`src/rtl/upc_loop_status_tracker.sv`:
```
// Activity tracker for an HLS block handshake and one pipelined loop FSM: iteration events plus invocation and cycle counters.
// Optional stall-cycle counter is built only when UPC_STALL_CNT_EN is defined.
module upc_loop_status_tracker #(
  parameter int STATE_W = 1,
  parameter int CNT_W   = 32
) (
  input  logic               clock,
  input  logic               reset,
  input  logic               ap_start,
  input  logic               ap_ready,
  input  logic               ap_done,
  input  logic               ap_continue,
  input  logic [STATE_W-1:0] cur_state,
  input  logic [STATE_W-1:0] iter_start_state,
  input  logic [STATE_W-1:0] iter_end_state,
  input  logic [STATE_W-1:0] quit_state,
  input  logic               iter_start_block,
  input  logic               iter_end_block,
  input  logic               quit_block,
  input  logic               iter_start_enable,
  input  logic               iter_end_enable,
  input  logic               quit_enable,
  input  logic               loop_start,
  input  logic               loop_ready,
  input  logic               loop_done,
  input  logic               loop_continue,
  input  logic               quit_at_end,
  input  logic               finish,
  output logic               mod_busy,
  output logic               loop_busy,
  output logic [CNT_W-1:0]   mod_invocations,
  output logic [CNT_W-1:0]   mod_cycles,
  output logic [CNT_W-1:0]   loop_invocations,
  output logic [CNT_W-1:0]   iter_started,
  output logic [CNT_W-1:0]   iter_ended,
  output logic [CNT_W-1:0]   in_flight,
  output logic [CNT_W-1:0]   stall_cycles,
  output logic               frozen
);

  typedef enum logic [1:0] {M_IDLE, M_RUN, M_WAIT} mod_state_e;
  typedef enum logic       {L_IDLE, L_ACT} loop_state_e;

  mod_state_e  mod_q, mod_d;
  loop_state_e loop_q, loop_d;
  logic [CNT_W-1:0] mod_inv_q, mod_inv_d;
  logic [CNT_W-1:0] mod_cyc_q, mod_cyc_d;
  logic [CNT_W-1:0] loop_inv_q, loop_inv_d;
  logic [CNT_W-1:0] started_q, started_d;
  logic [CNT_W-1:0] ended_q, ended_d;
  logic             frozen_q, frozen_d;
  logic             ev_start, ev_end, ev_quit;

  assign ev_start = (cur_state == iter_start_state) & ~iter_start_block & iter_start_enable;
  assign ev_end   = (cur_state == iter_end_state)   & ~iter_end_block   & iter_end_enable;
  assign ev_quit  = (cur_state == quit_state) & ~quit_block & quit_enable & quit_at_end;

  always_comb begin
    mod_d      = mod_q;
    loop_d     = loop_q;
    mod_inv_d  = mod_inv_q;
    mod_cyc_d  = mod_cyc_q;
    loop_inv_d = loop_inv_q;
    started_d  = started_q;
    ended_d    = ended_q;
    frozen_d   = frozen_q;
    // Once frozen, every register simply holds until reset.
    if (!frozen_q) begin
      frozen_d = finish;
      unique case (mod_q)
        M_IDLE:  if (ap_start) mod_d = M_RUN;
        M_RUN:   if (ap_done) mod_d = ap_continue ? (ap_start ? M_RUN : M_IDLE) : M_WAIT;
        M_WAIT:  if (ap_continue) mod_d = M_IDLE;
        default: mod_d = M_IDLE;
      endcase
      unique case (loop_q)
        L_IDLE:  if (loop_start) loop_d = L_ACT;
        L_ACT:   if ((loop_done & loop_continue) | ev_quit) loop_d = loop_start ? L_ACT : L_IDLE;
        default: loop_d = L_IDLE;
      endcase
      mod_inv_d  = mod_inv_q  + CNT_W'(ap_start & ap_ready);
      mod_cyc_d  = mod_cyc_q  + CNT_W'(mod_q != M_IDLE);
      loop_inv_d = loop_inv_q + CNT_W'(loop_start & loop_ready);
      started_d  = started_q  + CNT_W'(ev_start);
      ended_d    = ended_q    + CNT_W'(ev_end);
    end
  end

  always_ff @(posedge clock) begin
    if (reset) begin
      mod_q      <= M_IDLE;
      loop_q     <= L_IDLE;
      mod_inv_q  <= '0;
      mod_cyc_q  <= '0;
      loop_inv_q <= '0;
      started_q  <= '0;
      ended_q    <= '0;
      frozen_q   <= 1'b0;
    end else begin
      mod_q      <= mod_d;
      loop_q     <= loop_d;
      mod_inv_q  <= mod_inv_d;
      mod_cyc_q  <= mod_cyc_d;
      loop_inv_q <= loop_inv_d;
      started_q  <= started_d;
      ended_q    <= ended_d;
      frozen_q   <= frozen_d;
    end
  end

`ifdef UPC_STALL_CNT_EN
  logic [CNT_W-1:0] stall_q, stall_d;
  logic             stall_cond;

  assign stall_cond = (cur_state == iter_start_state) & iter_start_enable & iter_start_block
                      & (loop_q == L_ACT);

  always_comb begin
    stall_d = stall_q;
    if (!frozen_q) stall_d = stall_q + CNT_W'(stall_cond);
  end

  always_ff @(posedge clock) begin
    if (reset) stall_q <= '0;
    else       stall_q <= stall_d;
  end

  assign stall_cycles = stall_q;
`else
  assign stall_cycles = '0;
`endif

  assign mod_busy         = (mod_q != M_IDLE);
  assign loop_busy        = (loop_q == L_ACT);
  assign mod_invocations  = mod_inv_q;
  assign mod_cycles       = mod_cyc_q;
  assign loop_invocations = loop_inv_q;
  assign iter_started     = started_q;
  assign iter_ended       = ended_q;
  assign in_flight        = started_q - ended_q;
  assign frozen           = frozen_q;

endmodule

```
`config.mk`:
```
export PLATFORM = sky130hd
export DESIGN_NAME = upc_loop_status_tracker
export DESIGN_NICKNAME = d
export VERILOG_FILES = /design/src/rtl/upc_loop_status_tracker.sv
export SDC_FILE = /design/constraint.sdc
export NUM_CORES = 1
export LEC_CHECK = 0
export CORE_UTILIZATION = 45
export CTS_BUF_LIST = sky130_fd_sc_hd__clkbuf_2
export DETAILED_ROUTE_END_ITERATION = 16
export PLACE_DENSITY = 0.77
export SYNTH_ARGS = -nofsm -noshare
export SYNTH_HDL_FRONTEND = slang
export SYNTH_SLANG_ARGS = --single-unit
```
`constraint.sdc`:
```
create_clock -name clock -period 5.6 [get_ports clock]
set_clock_uncertainty 0.2 [all_clocks]
set_input_delay 1.12 -clock clock [delete_from_list [all_inputs] [get_ports clock]]
set_output_delay 1.12 -clock clock [all_outputs]
set_load 0.005 [all_outputs]
```
After elaboration in Yosys (flattened, before gate mapping). Index checks and enable logic that the tools add are counted.

Bits in registers: 164. Input bits: 22. Logic and storage cells: 51.

Add/subtract/negate cells: 6. Eq/ne operators: 8. Multiplexer cells: 10. Bitwise gates (word level): 16. Reductions and logical operators: 3.

Operator list (count): $add A32 B1 Y32 (5); $sub A32 B32 Y32 (1); $and A1 B1 Y1 (10); $mux W2 (4); $ne A2 B2 Y1 const B (3); $pmux W2 S3 (1); $not A1 Y1 (5); $mux W1 (4); $reduce_and A4 Y1 (1); $eq A1 B1 Y1 (3); $eq A2 B1 Y1 const B (1); $eq A2 B2 Y1 const B (1); $logic_not A2 Y1 (1); $pmux W1 S2 (1); $reduce_bool A2 Y1 (1); $or A1 B1 Y1 (1).

Depth between registers and ports, before layout.
Word-level depth: 7. Depth in mapped cells: 10. Mapped depth without buffers: 9.

Worst setup path after synthesis. OpenSTA, ideal clock, no wires.

Path type: flip-flop to output port. Start point: register started_q[0] (netlist: iter_started[0]). End point: output port in_flight[28]. Arrival time: 2.135 ns. Required time: 4.280 ns. Slack: 2.145 ns. Stages on the path, launching flop included: 10. Buffers on the path: 0. Cells stage by stage: dfxtp_1 -> inv_1 -> ha_1 -> fa_1 -> nor2b_1 -> o211ai_1 -> a211oi_1 -> nor2_1 -> o2111a_1 -> a311oi_1.

Word-level cells in the longest chain between the ends: 1.

Ends and longest elaborated chain: from (decl) (line 49) `logic [CNT_W-1:0] started_q, started_d;`; from (signal assigned) (line 105) `started_q <= started_d;`; $sub A32 B32 Y32 (line 140) `assign in_flight = started_q - ended_q;`; to (decl) (line 36) `output logic [CNT_W-1:0] in_flight,`.

No other way between the ends.

Final worst setup path. Same ends and word-level chain as after synthesis.

==> qor.log <==
qor: global_routing.grt_antenna_before_repair 1
qor: global_routing.grt-ovfl-total 0
qor: clock_tree.max-clock-path-buffers 2
qor: logic_synthesis.yosysTopAreaCellShare 34.4%
qor: clock_tree.clock-root-buffer clkbuf_2
qor: layout.ff_latch_area 3280 sq um
qor: global_routing.grt_util_met1 29.0%
qor: layout.fin_cells 1662
qor: logic_synthesis.top_flip_flop_cell_by_instance_count_after_synthesis dfxtp_1
qor: critical_path.cell_breakdown_of_the_critical_path inv_1, ha_1, fa_1, nor2b_1, o211ai_1, a211oi_1, nor2_1, o2111a_1, a311oi_1, clkdlybuf4s50_1
qor: placement.quantity_of_i_o_buffers_inserted_on_ports 216
qor: critical_path.worst_setup_path_end_kind output port
qor: placement.numPlacedInstances 1628
qor: logic_synthesis.ys_warn_count 0
qor: timing.relSlewSlack 59.8%
qor: logic_synthesis.ys_async_sr_fraction 0%
qor: layout.area_growth_syn_to_layout 25.6%
qor: logic_synthesis.yosys-top-cells-count nor2_1 (172), dfxtp_1 (164), nand2_1 (85)
qor: critical_path.critical_path_buf_inv_count 2
qor: timing.rsz_0062_raised_after_global_routing false
qor: logic_synthesis.post_synth_main_area_contributors dfxtp_1 (34%), xnor2_1 (7.2%), nor2_1 (6.8%)
qor: timing.hold_ws 0.297 ns
qor: logic_synthesis.yosys.cell_count.top_type nor2_1
qor: drt.wl_per_cell 14.9 um
qor: layout.utilization 58.5%
qor: timing.min_period_over_period 93.5%
qor: die.floorplan.initialDensity 46.6%
qor: global_routing.first_pass_grt_wire_length 39100 um
qor: critical_path.critical_path.startpoint_type flip-flop
qor: layout.final_layout_size_suffix_gt1_share 3.67%
qor: drt.detailedRoute.firstIterationViolations 461
qor: die.design.portCount 249
qor: die.rows 52
qor: clock_tree.cts_htree_levels 4
qor: clock_tree.ctsHoldBuffers 0
qor: logic_synthesis.netlist_area 9550 sq um
qor: die.die_area 21800 sq um
qor: logic_synthesis.synth.avg_cell_area 8.06 sq um
qor: die.floorplan.die.height 148 um
qor: drt.first_drt_pass_iteration_count 5
qor: critical_path.reg2regPathDepth 7
qor: critical_path.critical-path-top-delay-family compound AO/OA/AOI/OAI gates
qor: die.coreArea 20500 sq um
qor: clock_tree.clk_pin_slew_worst_paths 0.24 ns
qor: drt.route.vias.total 8917
qor: power.power_leakage 0.00448 uW
qor: placement.placed_area 11800 sq um
qor: timing.setup-tns-final 0 ns
qor: drt.detailed_route_drc_error_count 0
qor: drt.ant_nets 0
qor: timing.hold_violations 0
qor: logic_synthesis.synth_top_cell_by_area dfxtp_1
qor: timing.max_freq 191 MHz
qor: logic_synthesis.post_synth_inst_count 1184
qor: critical_path.timing.setup.critical_path_class flip-flop to output port
qor: critical_path.timing.critical_path.slowest_stage_cell clkdlybuf4s50_1
qor: layout.layout.nets 1441
qor: drt.routed_via_density 5.37
qor: die.die_w 148 um
qor: global_routing.maximum_number_of_pins_on_one_net_before_global_route_repair 62
qor: job.max-cap-violations 0
qor: critical_path.depth_of_the_critical_timing_path_with_buffers_and_inverters_included 10
qor: clock_tree.post_cts_resize_count 0
qor: layout.multi_input_comb_area 5750 sq um
qor: layout.layout.cell_area.non_filler 12000 sq um
qor: power.power_density 165 nW/um^2
qor: hold_path.timing.hold.worst.class flip-flop to flip-flop
qor: clock_tree.tritoncts.num_buffers 17
qor: critical_path.cp_max_fo 4
qor: timing.layout_min_cycle_time 5.24 ns
qor: clock_tree.tritoncts done
qor: critical_path.cp.required 4.28 ns
qor: global_routing.grt.met2_usage 36.4%
qor: clock_tree.clkSinkCount 164
qor: drt.finalWirelength 24700 um
qor: timing.worst-slew-pin-transition 0.597 ns
qor: layout.fill_cells 1847
qor: logic_synthesis.synth.distinct_cells 70
qor: critical_path.critical_path_arrival 3.92 ns
qor: logic_synthesis.synth.ff_latch_count 164
qor: logic_synthesis.share_of_the_yosys_chip_area_belonging_to_registers 34.4%
qor: clock_tree.post_cts_buffers 0
qor: global_routing.grt_pass1_vias 7907
qor: timing.maxSlewViolCount 0
qor: global_routing.global_route.usage.total 22.1%
qor: hold_path.hold-path-cell-count 2
qor: global_routing.grt.busiest_layer met2
qor: logic_synthesis.synth_enable_flop_cells 0
qor: placement.gp_routability_congestion 0.946
qor: placement.dp.final_hpwl 18800 um
qor: clock_tree.clk-insertion-delay-late 0.75 ns
qor: global_routing.globalRouteMet3Util 3.95%
qor: outcome.status finished, final reports clean
qor: power.vdd.ir_drop.worst 0.129 mV
qor: critical_path.crit_path_max_incr_delay 0.54 ns
qor: timing.final-setup-viol-count 0
==> worst reg2reg max path: cells and delay by family, from the launching register on <==
kind                   cells  cell delay [ns]
and+or+nand+nor            5             1.63
DFF                        1             0.52
buffers and inverters      1             0.30
AOI/OAI and AO/OA          1             0.15
==> state kept, by name, summed over array words and instances (netlist names) <==
name / cells
frozen: 1
iter_started: 32
iter_ended: 32
mod_q: 2
mod_cycles: 32
mod_invocations: 32
loop_busy: 1
loop_invocations: 32
==> worst paths after layout <==
path	startpoint	to	slack, ns
max	iter_started[0]	in_flight[28]	0.36
min	loop_busy	loop_busy	0.30
max reg2reg	frozen	iter_ended[31]	2.75
min reg2reg	loop_busy	loop_busy	0.30
==> layer usage <==
layer / routed length [um] / part of all wire [%]
met3: 1560 / 6.3
met4: 490 / 2.0
met1: 11200 / 45
met2: 11500 / 47
met5: 0 / 0
==> area by class of cell <==
type	instances	share of cell area, %
Clock buffer	17	0.709
Tap cell	270	2.82
Inverter	54	1.69
Antenna cell	2	0.0417
Multi-Input combinational cell	921	48.0
Clock inverter	15	1.21
Sequential cell	164	27.4
Timing Repair Buffer	219	18.2
==> kinds of logic after synthesis <==
logic type / synth area share [%]
AND/OR/NAND/NOR: 27.2
AO/OA/AOI/OAI: 10.9
flip-flops: 34.4
XOR/XNOR: 13.9
buffers and inverters: 6.57
adder cells (fa/ha/maj): 5.58
multiplexers: 1.38
other: 0.0393
==> layout by cell type, fill, tap and decap left out, types with 49 or more instances in the layout <==
master and n:
inv_1 54, nand2_1 85, nand3_1 62, o21ai_0 49, xor2_1 73, dfxtp_1 164
a21oi_1 65, xnor2_1 79, clkdlybuf4s50_1 215, nor2_1 172
==> power by group <==
group          total, uW  internal (uW)  leakage (uW)  switching [uW]
combinational        163           85.2       0.00302            77.7
clock                635            173      0.000142             462
sequential          1180           1180       0.00132            7.36
total               1980           1440       0.00448             547
==> metrics by stage <==
stage | worst slack (ns) | power [uW]
floorplan | 2.14 | 1300
global placement | 1.32 | 1370
detailed placement | 1.28 | 1370
CTS | 0.369 | 2010
global route | 0.160 | 2080
finish | 0.364 | 1980
Note: power is estimated with default switching activity, not from simulation.
